[config.mk]
export PLATFORM = sky130hd
export DESIGN_NAME = beep_driver
export DESIGN_NICKNAME = d
export VERILOG_FILES = /design/src/rtl/beep_driver.sv
export SDC_FILE = /design/constraint.sdc
export NUM_CORES = 1
export LEC_CHECK = 0
export CORE_ASPECT_RATIO = 1.25
export CORE_MARGIN = 5
export CORE_UTILIZATION = 60
export DETAILED_ROUTE_END_ITERATION = 12
export PLACE_DENSITY = 0.91
export REMOVE_ABC_BUFFERS = 1
export SYNTH_ARGS = -nofsm -noshare
export SYNTH_HDL_FRONTEND = slang
export SYNTH_SLANG_ARGS = --single-unit
[constraint.sdc]
create_clock -name clk -period 2.97 [get_ports clk]
set_clock_uncertainty 0.2 [all_clocks]
set_input_delay 0.891 -clock clk [delete_from_list [all_inputs] [get_ports clk]]
set_output_delay 0.891 -clock clk [all_outputs]
set_load 0.01 [all_outputs]
[src/rtl/beep_driver.sv]
// beep_driver: turns a one-cycle start request into a timed buzzer waveform
// of `count` beeps, each ON_CYCLES long and separated by OFF_CYCLES gaps.
// All outputs are registered so the pin never glitches.
module beep_driver #(
  parameter int unsigned ON_CYCLES  = 25_000_000,
  parameter int unsigned OFF_CYCLES = 25_000_000
) (
  input  logic       clk,
  input  logic       rst,
  input  logic       start,
  input  logic [3:0] count,
  input  logic       stop,
  output logic       buzzer,
  output logic       busy,
  output logic       done
);

  localparam int unsigned MAXC = (ON_CYCLES > OFF_CYCLES) ? ON_CYCLES : OFF_CYCLES;
  localparam int unsigned TW   = (MAXC > 1) ? $clog2(MAXC) : 1;

  localparam logic [TW-1:0] ON_LOAD  = TW'(ON_CYCLES - 1);
  localparam logic [TW-1:0] OFF_LOAD = TW'(OFF_CYCLES - 1);

  typedef enum logic [1:0] {
    S_IDLE,
    S_ON,
    S_OFF
  } state_t;

  state_t        state_q, state_d;
  logic [TW-1:0] timer_q, timer_d;
  logic [3:0]    rem_q, rem_d;
  logic          buzzer_d, busy_d, done_d;

  // State, counters and registered outputs
  always_ff @(posedge clk or posedge rst) begin
    if (rst) begin
      state_q <= S_IDLE;
      timer_q <= '0;
      rem_q   <= '0;
      buzzer  <= 1'b0;
      busy    <= 1'b0;
      done    <= 1'b0;
    end else begin
      state_q <= state_d;
      timer_q <= timer_d;
      rem_q   <= rem_d;
      buzzer  <= buzzer_d;
      busy    <= busy_d;
      done    <= done_d;
    end
  end

  // Next-state, counter update and next output values
  // Outputs are derived from the next state so they register on the same
  // edge as the state transition (start -> buzzer high from that edge).
  always_comb begin
    state_d = state_q;
    timer_d = timer_q;
    rem_d   = rem_q;
    done_d  = 1'b0;

    case (state_q)
      S_IDLE: begin
        if (start && (count != 4'd0) && !stop) begin
          state_d = S_ON;
          timer_d = ON_LOAD;
          rem_d   = count;
        end
      end

      S_ON: begin
        if (stop) begin
          state_d = S_IDLE;
          timer_d = '0;
          rem_d   = '0;
        end else if (timer_q != '0) begin
          timer_d = timer_q - TW'(1);
        end else if (rem_q > 4'd1) begin
          state_d = S_OFF;
          timer_d = OFF_LOAD;
          rem_d   = rem_q - 4'd1;
        end else begin
          state_d = S_IDLE;
          rem_d   = '0;
          done_d  = 1'b1;
        end
      end

      S_OFF: begin
        if (stop) begin
          state_d = S_IDLE;
          timer_d = '0;
          rem_d   = '0;
        end else if (timer_q != '0) begin
          timer_d = timer_q - TW'(1);
        end else begin
          state_d = S_ON;
          timer_d = ON_LOAD;
        end
      end

      default: begin
        state_d = S_IDLE;
        timer_d = '0;
        rem_d   = '0;
      end
    endcase

    buzzer_d = (state_d == S_ON);
    busy_d   = (state_d != S_IDLE);
  end

endmodule

==> flow_summary.ini <==
[sta]
fmax_ghz = 0.362
setup_viol = 0
fin_crit_ns = 2.76
finalMaxSlewViolations = 0
worst_pin_slew_ns = 0.641
slew_headroom_pct = 57.0
hold_violations = 0
min_period_over_period_pct = 93.1
rsz0062_at_grt = false
hold_ws_ns = 0.330
setup_tns_ns = 0

[setup_path]
required_ns = 3.00
timing.rr.start = timer_q[11]$_DFFE_PP0P_
arrival_ns = 2.79
crit_type = in2reg
rrSetupSlack_ns = 0.47
critPathLaunchType = primary input
r2r_cells = 7
end_kind = flip-flop
worstSetupStartpoint = stop
crit_fanout = 7
r2r-end = timer_q[4]$_DFFE_PP0P_

[synthesis]
synth_common_cells = 41 x o21ai_0, 34 x dfrtp_1, 30 x nor2_1, 20 x nand2_1, 17 x a21oi_1
ys_warn_count = 0
ys_seq_area_share_pct = 39.3
synth.most_common_cell = o21ai_0
synth_edf_count = 0
synth_top_area_share_pct = 39.3
synth_compound_area_share_pct = 25.0
async_reset_ff_share_pct = 100
synth_mux_area_share_pct = 0.925
synth_area_um2 = 2160
synth_largest_area_cell = dfrtp_1
synth-seq-cells = 34
synth_top_family_by_area = simple AND/OR/NAND/NOR gates
dominantRegCellSynth = dfrtp_1
synth-simple-area-share_pct = 25.6
syn_inst = 261
synth.distinct_cells = 45
synthAdderAreaFrac_pct = 4.05
synth_xor_area_share_pct = 0
synth_area_leaders = dfrtp_1 39%, o21ai_0 9.5%, nor2_1 5.2%
synth.avg_cell_area_um2 = 8.29

[pwr]
total_power_mw = 2.31
power_density_nw_per_um2 = 924
p_leak_nw = 1.13
vdd_drop_max_mv = 0.679

[clock_network]
clk_latency_ns = 0.29
h-tree-depth = 2
clock-sinks = 34
postCtsSetupBuffers = 0
cts_hold_buf = 0
cts_buffers = 5
root_buffer = clkbuf_8
tritoncts = built
cts.reportedPaths.clkPinSlew_ns = 0.07
clockBufferDepth = 2
post_cts_resized = 0

[drt]
vias = 2094
wl_per_cell_um = 16.1
detail-route-antenna-nets = 0
drt_iter0_drc = 150
finalWirelength_mm = 5.28
firstDrtPassIters = 5
drc = 0
vias_per_cell = 6.38

[hold_path]
hp-class = reg2reg
min_to = timer_q[23]$_DFFE_PP0P_
worstHoldStart = timer_q[23]$_DFFE_PP0P_
whs_path_depth = 1

[placement]
portBuffers = 10
hpwl_mm = 3.86
dp_cells = 321
routabilityCongestion = 0.906

[finish]
stdcell_count = 328
fin_nets = 304
antenna_cells = 0
drive_gt1_share_pct = 14.2
area_delta_synth_final_pct = 15.7

[global_route]
grt_pass1_vias = 2008
grt_pass1_wl_mm = 9.17
track_usage_pct = 23.3
antenna_found_initial = 0
grt_overflow = 0
grt_max_degree = 35

[floorplan]
die_w_um = 63.7
die_h_um = 77.1
design.core.area_um2 = 3480
die_area_um2 = 4910
num_io_pins = 11
start_util_pct = 62.1
num_rows = 24

[outcome]
outcome = finished, final reports clean

[flow_run]
drv_cap = 0
==> cell families (layout without fill, tap and decap cells) <==
kind of cell | count (synthesis) | in the layout
and+or+nand+nor | 103 | 103
AOI/OAI and AO/OA | 90 | 90
DFF | 34 | 34
buffers and inverters | 25 | 53
adders and majority gates | 7 | 7
muxes | 2 | 2
==> stage by stage <==
step                      area, um2  util [%]  setup WS, ns
after CTS                      2500      71.8         0.175
after global placement         2420      69.6       -0.0482
after global routing           2500      71.8        0.0901
after floorplan                2110         -         0.291
after detailed placement       2420      69.6       -0.0754
final                          2500      71.8         0.206
==> critical path, stage by stage <==
cell and delay, ns:
clkdlybuf4s50_1 0.41, buf_4 0.15, nor2b_1 0.26, nand2b_1 0.11
a21o_1 0.21, a21oi_1 0.46, a32oi_1 0.19, nand3_1 0.11
==> layout by cell type (no fill, tap or decap), types with 3 or more instances in the layout <==
master / netlist / final
nor3_1: 14 / 14
clkdlybuf4s50_1: 0 / 10
a21o_1: 3 / 3
nor4_1: 6 / 6
nor3_2: 3 / 3
nand2_1: 20 / 20
clkbuf_8: 0 / 5
o21ai_0: 41 / 41
a21o_2: 3 / 3
a31oi_1: 8 / 8
buf_4: 2 / 19
nor2b_1: 4 / 4
inv_1: 16 / 16
nand4_1: 4 / 4
ha_1: 7 / 7
dfrtp_1: 34 / 34
a21oi_1: 17 / 17
nand2b_1: 5 / 5
nand3_1: 5 / 5
nor2_1: 30 / 30
==> metal layers <==
layer | global-route usage, % | vias to the layer above | share of wire (%)
li1 | - | 997 | -
met2 | 39.8 | 68 | 52
met4 | 10.4 | 0 | 1.7
met5 | 0 | - | 0
met1 | 27.8 | 1018 | 42
met3 | 4.53 | 11 | 4.2
==> report_power, final <==
part | switching [mW] | internal [mW] | total, mW
clock network | 0.166 | 0.157 | 0.323
logic | 0.698 | 0.483 | 1.18
registers | 0.179 | 0.629 | 0.808
==> sequential cells by signal, indices dropped and copies added, names as in the netlist <==
| register | cells |
|---|---|
| rem_q | 4 |
| done | 1 |
| buzzer | 1 |
| timer_q | 25 |
| busy | 1 |
| state_q | 2 |
==> worst max path at each step <==
stage                                         end  slack, ns  cells after the start
after floorplan            timer_q[9]$_DFFE_PP0P_       0.29                      5
after global placement    timer_q[19]$_DFFE_PP0P_      -0.05                      8
after detailed placement  timer_q[19]$_DFFE_PP0P_      -0.08                      8
after CTS                 timer_q[19]$_DFFE_PP0P_       0.18                      8
after global routing      timer_q[13]$_DFFE_PP0P_       0.09                      8
final                     timer_q[19]$_DFFE_PP0P_       0.21                      8
==> cell type report <==
type / count / area (um2)
Multi-Input combinational cell: 202 / 1200
Fill cell: 259 / 981
Sequential cell: 34 / 851
Timing Repair Buffer: 30 / 263
Clock buffer: 5 / 68.8
Inverter: 16 / 60.1
Tap cell: 39 / 48.8
Clock inverter: 2 / 10.0
Power figures use the tool's default switching activity.
